[src/rtl/multiword_add_sequencer_if.sv]
// Streaming bus for the multi-word add/subtract sequencer.
// Upstream side: in_valid/in_ready handshake carrying operand words a, b,
// the op select sub (first word only) and in_last.
// Downstream side: out_valid/out_ready handshake carrying result word c,
// out_last and the end-of-operation flags co, ovf, len_err.
// master = the environment that drives operands and accepts results;
// slave  = the sequencer.
interface multiword_add_sequencer_if #(
  parameter int unsigned N = 32
);
  logic         in_valid;
  logic         in_ready;
  logic [N-1:0] a;
  logic [N-1:0] b;
  logic         sub;
  logic         in_last;
  logic         out_valid;
  logic         out_ready;
  logic [N-1:0] c;
  logic         out_last;
  logic         co;
  logic         ovf;
  logic         len_err;

  modport master (
    output in_valid, a, b, sub, in_last, out_ready,
    input  in_ready, out_valid, c, out_last, co, ovf, len_err
  );

  modport slave (
    input  in_valid, a, b, sub, in_last, out_ready,
    output in_ready, out_valid, c, out_last, co, ovf, len_err
  );
endinterface

[src/rtl/multiword_add_sequencer.sv]
// Multi-word add/subtract sequencer: adds or subtracts two operands presented
// one N-bit word per transfer, least-significant word first, rippling the
// carry between words. Each accepted word yields one registered result word
// one cycle later. An operation ends on in_last or after W words (len_err).
// Ports:
//   clk    - rising-edge clock
//   rst_n  - asynchronous active-low reset
//   bus    - slave modport of multiword_add_sequencer_if (operand/result streams)
module multiword_add_sequencer #(
  parameter int unsigned N = 32,
  parameter int unsigned W = 4
) (
  input logic                          clk,
  input logic                          rst_n,
  multiword_add_sequencer_if.slave     bus
);

  localparam int unsigned CW = (W > 1) ? $clog2(W) : 1;
  localparam logic [CW-1:0] CNT_MAX = CW'(W - 1);

  typedef enum logic {IDLE, BUSY} state_t;

  state_t       state, state_nxt;
  logic [CW-1:0] cnt, cnt_nxt;
  logic         carry, carry_nxt;
  logic         op_sub, op_sub_nxt;

  logic         in_xfer;
  logic         out_xfer;
  logic         sub_eff;
  logic         cin;
  logic         last_word;
  logic [N-1:0] b_eff;
  logic [N:0]   sum_full;

  logic         out_valid_q;
  logic [N-1:0] c_q;
  logic         out_last_q;
  logic         co_q;
  logic         ovf_q;
  logic         len_err_q;

  // Ready only depends on the output register draining, never on in_valid.
  assign bus.in_ready = !out_valid_q || bus.out_ready;
  assign in_xfer      = bus.in_valid && bus.in_ready;
  assign out_xfer     = out_valid_q && bus.out_ready;

  assign bus.out_valid = out_valid_q;
  assign bus.c         = c_q;
  assign bus.out_last  = out_last_q;
  assign bus.co        = co_q;
  assign bus.ovf       = ovf_q;
  assign bus.len_err   = len_err_q;

  // Sequence state register.
  always_ff @(posedge clk or negedge rst_n) begin
    if (!rst_n) begin
      state  <= IDLE;
      cnt    <= '0;
      carry  <= 1'b0;
      op_sub <= 1'b0;
    end else begin
      state  <= state_nxt;
      cnt    <= cnt_nxt;
      carry  <= carry_nxt;
      op_sub <= op_sub_nxt;
    end
  end

  // Next-state and per-word datapath.
  always_comb begin
    state_nxt  = state;
    cnt_nxt    = cnt;
    carry_nxt  = carry;
    op_sub_nxt = op_sub;

    // On a first word the live sub pin selects the op and supplies carry-in
    // (the +1 of two's-complement negation); later words use latched state.
    sub_eff   = (state == IDLE) ? bus.sub : op_sub;
    cin       = (state == IDLE) ? bus.sub : carry;
    b_eff     = sub_eff ? ~bus.b : bus.b;
    sum_full  = {1'b0, bus.a} + {1'b0, b_eff} + (N+1)'(cin);
    // Hitting the word limit forces the operation to close.
    last_word = bus.in_last || (cnt == CNT_MAX);

    if (in_xfer) begin
      carry_nxt  = sum_full[N];
      op_sub_nxt = sub_eff;
      if (last_word) begin
        state_nxt = IDLE;
        cnt_nxt   = '0;
      end else begin
        state_nxt = BUSY;
        cnt_nxt   = cnt + CW'(1);
      end
    end
  end

  // Result register: loads on every accepted word, holds under backpressure.
  always_ff @(posedge clk or negedge rst_n) begin
    if (!rst_n) begin
      out_valid_q <= 1'b0;
      c_q         <= '0;
      out_last_q  <= 1'b0;
      co_q        <= 1'b0;
      ovf_q       <= 1'b0;
      len_err_q   <= 1'b0;
    end else if (in_xfer) begin
      out_valid_q <= 1'b1;
      c_q         <= sum_full[N-1:0];
      out_last_q  <= last_word;
      co_q        <= last_word && sum_full[N];
      ovf_q       <= last_word && (bus.a[N-1] == b_eff[N-1])
                               && (sum_full[N-1] != bus.a[N-1]);
      len_err_q   <= last_word && !bus.in_last;
    end else if (out_xfer) begin
      out_valid_q <= 1'b0;
    end
  end

endmodule

[src/flat_wrapper.sv]
// flat-port wrapper written by rule: the top's interface ports become plain ports
module multiword_add_sequencer_flat 
#(
  parameter int unsigned N = 32,
  parameter int unsigned W = 4
)
  (clk, rst_n, bus_in_valid, bus_a, bus_b, bus_sub, bus_in_last, bus_out_ready, bus_in_ready, bus_out_valid, bus_c, bus_out_last, bus_co, bus_ovf, bus_len_err);
  multiword_add_sequencer_if #(.N(N)) bus_i ();
  input logic clk;
  input logic rst_n;
  input wire logic [$bits(bus_i.in_valid)-1:0] bus_in_valid;
  input wire logic [$bits(bus_i.a)-1:0] bus_a;
  input wire logic [$bits(bus_i.b)-1:0] bus_b;
  input wire logic [$bits(bus_i.sub)-1:0] bus_sub;
  input wire logic [$bits(bus_i.in_last)-1:0] bus_in_last;
  input wire logic [$bits(bus_i.out_ready)-1:0] bus_out_ready;
  output wire logic [$bits(bus_i.in_ready)-1:0] bus_in_ready;
  output wire logic [$bits(bus_i.out_valid)-1:0] bus_out_valid;
  output wire logic [$bits(bus_i.c)-1:0] bus_c;
  output wire logic [$bits(bus_i.out_last)-1:0] bus_out_last;
  output wire logic [$bits(bus_i.co)-1:0] bus_co;
  output wire logic [$bits(bus_i.ovf)-1:0] bus_ovf;
  output wire logic [$bits(bus_i.len_err)-1:0] bus_len_err;
  assign bus_i.in_valid = bus_in_valid;
  assign bus_i.a = bus_a;
  assign bus_i.b = bus_b;
  assign bus_i.sub = bus_sub;
  assign bus_i.in_last = bus_in_last;
  assign bus_i.out_ready = bus_out_ready;
  assign bus_in_ready = bus_i.in_ready;
  assign bus_out_valid = bus_i.out_valid;
  assign bus_c = bus_i.c;
  assign bus_out_last = bus_i.out_last;
  assign bus_co = bus_i.co;
  assign bus_ovf = bus_i.ovf;
  assign bus_len_err = bus_i.len_err;
  multiword_add_sequencer #(.N(N), .W(W)) u_core (.clk(clk), .rst_n(rst_n), .bus(bus_i));
endmodule
[config.mk]
export PLATFORM = sky130hd
export DESIGN_NAME = multiword_add_sequencer_flat
export DESIGN_NICKNAME = d
export VERILOG_FILES = /design/src/rtl/multiword_add_sequencer_if.sv /design/src/rtl/multiword_add_sequencer.sv /design/src/flat_wrapper.sv
export SDC_FILE = /design/constraint.sdc
export NUM_CORES = 1
export LEC_CHECK = 0
export ABC_AREA = 1
export BUFFER_PORTS_ARGS = -buffer_cell sky130_fd_sc_hd__clkbuf_2
export CORE_ASPECT_RATIO = 0.5
export CORE_MARGIN = 1
export CORE_UTILIZATION = 55
export DETAILED_ROUTE_END_ITERATION = 7
export PLACE_DENSITY = 0.82
export SLEW_MARGIN = 10
export SYNTH_ARGS = -nofsm -noshare
export SYNTH_HDL_FRONTEND = slang
export SYNTH_SLANG_ARGS = --single-unit
[constraint.sdc]
create_clock -name clk -period 3.4 [get_ports clk]
set_input_delay 0.68 -clock clk [delete_from_list [all_inputs] [get_ports clk]]
set_output_delay 0.68 -clock clk [all_outputs]
set_load 0.02 [all_outputs]
=== Yosys cells after proc, flatten, opt, wreduce, memory -nomap -nowiden ===
Index checks and enable logic that the tools add are counted.

* Flip-flop bits (word level): 42
* Bits of input ports: 70
* Output and inout bits: 38
* Word-level logic and storage cells: 35

* Add/subtract/negate cells: 3
* Equal/unequal tests: 3
* Multiplexer cells: 7
* Bitwise gates (word level): 1
* Reduce and logical (&&, ||, !) cells: 11

{| class="wikitable"
|+ Operator list
! operator !! count
|-
| 32-bit by 32-bit adder with 33-bit output || 1
|-
| 33-bit by 1-bit adder with 33-bit output || 1
|-
| 32-bit two-way mux || 1
|-
| 32-bit inverter || 1
|-
| 1-bit logical AND || 6
|-
| 1-bit two-way mux || 5
|-
| 2-bit by 1-bit adder with 2-bit output, second input constant || 1
|-
| 2-bit == test, second input constant || 1
|-
| 1-bit logical NOT || 2
|-
| 1-bit logical OR || 2
|-
| 2-bit two-way mux || 1
|-
| 2-bit nonzero test || 1
|-
| 1-bit == test || 1
|-
| 1-bit != test || 1
|}

=== Depth between registers and ports, before layout ===
* Word-level depth: 6
* Mapped depth: 19
* Gate-level depth less buffers: 18

=== Worst setup path before layout ===
Ideal clock, no wire load.

* Kind: input -> register
* From: in bus_sub
* To: reg u_core.c_q[24] (netlist: u_core.bus.c[24])
* Library setup time: 0.117 ns
* Arrival time: 2.683 ns
* Data required time: 3.283 ns
* Setup slack: 0.600 ns
* Stages on the path: 17
* Path buffers: 1
* Cells stage by stage: nand2_1 nand2_1 buf_2 xor2_1 fa_1 inv_1 fa_1 inv_1 nand3_1 nand3_1 nand2_1 nand2_1 nand2_1 nand3_1 nand2_1 nand3_1 nand2_1

* Word-level cells in the longest chain between the ends: 4
* Elaborated cells on any way between the ends: 5
* Classes of those cells: 2 x add/sub; 3 x mux

{| class="wikitable"
|+ Ends and longest elaborated chain
! what !! line !! text
|-
| from (decl) || flat_wrapper.sv:14 || <nowiki>input wire logic [$bits(bus_i.sub)-1:0] bus_sub;</nowiki>
|-
| 1-bit two-way mux || multiword_add_sequencer.sv:79 || <nowiki>sub_eff = (state == IDLE) ? bus.sub : op_sub;</nowiki>
|-
| 32-bit two-way mux || multiword_add_sequencer.sv:81 || <nowiki>b_eff = sub_eff ? ~bus.b : bus.b;</nowiki>
|-
| 32-bit by 32-bit adder with 33-bit output || multiword_add_sequencer.sv:82 || <nowiki>sum_full = {1'b0, bus.a} + {1'b0, b_eff} + (N+1)'(cin);</nowiki>
|-
| 33-bit by 1-bit adder with 33-bit output * || multiword_add_sequencer.sv:82 ||
|-
| to (signal assigned) || multiword_add_sequencer.sv:110 || <nowiki>c_q <= sum_full[N-1:0];</nowiki>
|-
| to (decl) || multiword_add_sequencer.sv:37 || <nowiki>logic [N-1:0] c_q;</nowiki>
|}

Mark *: on every way between the ends. The rest lies on a longest branch, timed or not.
A chain may end at the register's enable or synchronous reset.

=== Final worst setup path ===
* From: reg u_core.state
* To: reg u_core.c_q[27] (netlist: u_core.bus.c[27])

* Word-level cells in the longest chain between the ends: 4
* Elaborated cells on any way between the ends: 5
* Classes of those cells: 2 x add/sub; 3 x mux

{| class="wikitable"
|+ Ends and longest elaborated chain
! what !! line !! text
|-
| from (decl) || multiword_add_sequencer.sv:23 || <nowiki>state_t state, state_nxt;</nowiki>
|-
| from (signal assigned) || multiword_add_sequencer.sv:63 || <nowiki>state <= state_nxt;</nowiki>
|-
| 1-bit two-way mux || multiword_add_sequencer.sv:79 ||
|-
| 32-bit two-way mux || multiword_add_sequencer.sv:81 ||
|-
| 32-bit by 32-bit adder with 33-bit output || multiword_add_sequencer.sv:82 ||
|-
| 33-bit by 1-bit adder with 33-bit output * || multiword_add_sequencer.sv:82 ||
|}

Marked as above.

==> reports/qor.csv <==
metric;value;unit
status;completed;
Final setup viols;0;
Setup Buffers After CTS;0;
1st-iter DRT viols;293;
Initial Utilization;0.588;
worst r2r src;u_core.state$_DFFE_PN0P_;
via count;4568;
share of layout cells above drive strength 1;0.205;
IO Port Bufs;107;
Worst Reg-to-Reg Cells;16;
Ys Warns;0;
Die ar.;0.00850;mm²
WL/cell;12.1;µm
Final Core Density;0.695;
worst-path fanout max;31;
total I/O pin count;108;
routability congestion estimate from global placement;0.898;
remaining antenna violation count;0;
Fmax;357;MHz
Clock Latency Late Sink;0.29;ns
final period utilization;0.824;
worst path arrival time;2.97;ns
Fillers;715;
Static Leakage;3.22;nW
worst vdd ir;335;µV
Worst setup EP type;register;
CTS tree;done;
die width;129;µm
die height;65.7;µm
minimum clock period;2.80;ns
CTS H-tree lvls;2;
Reg2Reg Capture Point;u_core.bus.c[27]$_DFFE_PN0P_;
syn avg cell area;6.16;µm²
drt drc;0;
Power per Cell Area;652;mW/mm²
Synth area leaders;nand2_1, dfrtp_1, inv_1;
via count of the first global-routing pass;4202;
Worst-path clk slew;0.06;ns
TritonCTS Sinks;42;
Pwr Total;3.44;mW
first-pass GRT wire length;19.2;mm
CTS Hold Bufs;0;
worst endpoint required time;3.56;ns
RSZ-0062 raised after global routing;no;
initial antenna violation count;0;
FP Rows;22;
Slew HR;0.326;
Area Overhead vs Synth;18.2;%
final wirelength;11.4;mm
Inst Count DP;933;
top-area cell type share of the netlist area;0.238;
commonest cells after routing, fill and taps aside;nand2_1, inv_1, clkbuf_2;
Worst Skew;0.0112;ns
final cell count without fillers;941;
Antenna Cells;0;
clock buffer depth;2;
total global-route track usage;0.291;
register area share after synthesis;0.235;
leading cell type in the layout, fill and taps excluded;nand2_1;
Critical Path Sink;u_core.bus.c[27]$_DFFE_PN0P_;
Max-Cap Viols;0;
Overflow after GRT;0;
setup tns final;0;ns
syn nets;829;
Num CTS Buffers;5;
Crit Path Category;reg -> reg;
hpwl dp;9.47;mm
Layout Nets;936;
count of cell types in the netlist;33;
largest net degree at the start of global routing;59;
hold crit path type;reg -> reg;
worst-margin pin slew;1.01;ns
Pins Over Slew Limit;0;
DRT Pass-1 Iters;5;
Resize count post-CTS;0;
Netlist Area Pre-Place;0.00446;mm²
crit start category;register;
Hold Vio Cnt, Final;0;
core footprint;0.00760;mm²
via-per-instance ratio;4.85;
Critical Path Source;u_core.state$_DFFE_PN0P_;
Synth area leader;nand2_1;
Yosys reg bits;42;
CTS Root Cell;clkbuf_16;
worst reg-to-reg setup slack;0.60;ns
cell count after synthesis;725;
[registers in the layout, indices dropped and copies added, names as in the netlist]
| register | flops |
|---|---|
| u_core.op_sub | 1 |
| u_core.bus.len_err | 1 |
| u_core.bus.co | 1 |
| u_core.state | 1 |
| u_core.bus.out_last | 1 |
| u_core.bus.out_valid | 1 |
| u_core.cnt | 2 |
| u_core.carry | 1 |
| u_core.bus.ovf | 1 |
| u_core.bus.c | 32 |
[power breakdown]
part           switching, mW  internal (mW)
combinational           1.41          0.746
sequential             0.113          0.689
clock                  0.192          0.291
total                   1.72           1.73
[critical path, cell delays in order (launching register included)]
cell and delay (ns):
dfrtp_1 0.41, inv_1 0.11, nand2_1 0.09, nand2_2 0.10, buf_12 0.23, xor2_1 0.10
ha_1 0.41, nand2_1 0.13, nor2_1 0.24, inv_1 0.07, nor2_1 0.22, and2_1 0.17
nand2_1 0.11, nand2_1 0.09, nand2_1 0.05, nand3_1 0.06, nand2_1 0.07
[through the flow]
step           hold WS (ns)  instance area [µm²]  setup WS (ns)
2_1_floorplan         0.384                 4460          0.600
3_3_place_gp          0.465                 5130          0.418
3_5_place_dp          0.468                 5130          0.440
4_1_cts               0.481                 5280          0.685
5_1_grt               0.497                 5280          0.314
6_report              0.478                 5280          0.598
[final cells by class]
cell class                      instances  area [µm²]  area share
Multi-Input combinational cell        536        2850       0.540
Sequential cell                        42        1050       0.199
Timing Repair Buffer                  111         578       0.110
Inverter                              136         510      0.0967
Clock buffer                            6         139      0.0263
Tap cell                              108         135      0.0256
Clock inverter                          2        12.5     0.00237
[cells in the mapped netlist]
library cell  number
a21o_1             1
a21oi_1           19
a21oi_2            1
a31oi_1            1
and2_1             5
buf_1              1
buf_2              7
buf_4              1
clkbuf_1           2
dfrtp_1           42
fa_1               2
ha_1              32
inv_1            125
inv_2             11
nand2_1          283
nand2_2           20
nand2_4            2
nand3_1           39
nand3_2            3
nand3b_1           4
nand4_1            4
nor2_1            39
nor2_2             7
nor2_4             4
nor3_1             3
nor3_2             2
o21ai_0           13
o21ai_1            5
o21ai_2            1
o21bai_1           1
o31ai_1            1
xnor2_1           11
xor2_1            33
[worst min-delay path by stage]
| stage | start | end | cells after the start |
|---|---|---|---|
| floorplan | rst_n | u_core.bus.c[0]$_DFFE_PN0P_ | 0 |
| global placement | u_core.bus.len_err$_DFFE_PN0P_ | u_core.bus.len_err$_DFFE_PN0P_ | 2 |
| detailed placement | u_core.bus.c[20]$_DFFE_PN0P_ | u_core.bus.c[20]$_DFFE_PN0P_ | 2 |
| CTS | u_core.bus.c[22]$_DFFE_PN0P_ | u_core.bus.c[22]$_DFFE_PN0P_ | 2 |
| global route | u_core.bus.c[31]$_DFFE_PN0P_ | u_core.bus.c[31]$_DFFE_PN0P_ | 2 |
| finish | u_core.bus.c[22]$_DFFE_PN0P_ | u_core.bus.c[22]$_DFFE_PN0P_ | 2 |
[kinds of logic after synthesis]
logic type,Yosys count,synth area share
simple gates,415,0.401
buf+inv,147,0.126
xor+xnor,44,0.0863
compound gates,43,0.0519
flops,42,0.235
fa+ha+maj,34,0.0987
[per-layer routing]
layer	wire length, µm	up-vias	global-route usage
li1	-	2410	-
met4	55	0	0.0363
met1	5550	2014	0.391
met2	5050	136	0.498
met5	0	-	0
met3	783	8	0.0594
(Power assumes the default switching activity.)
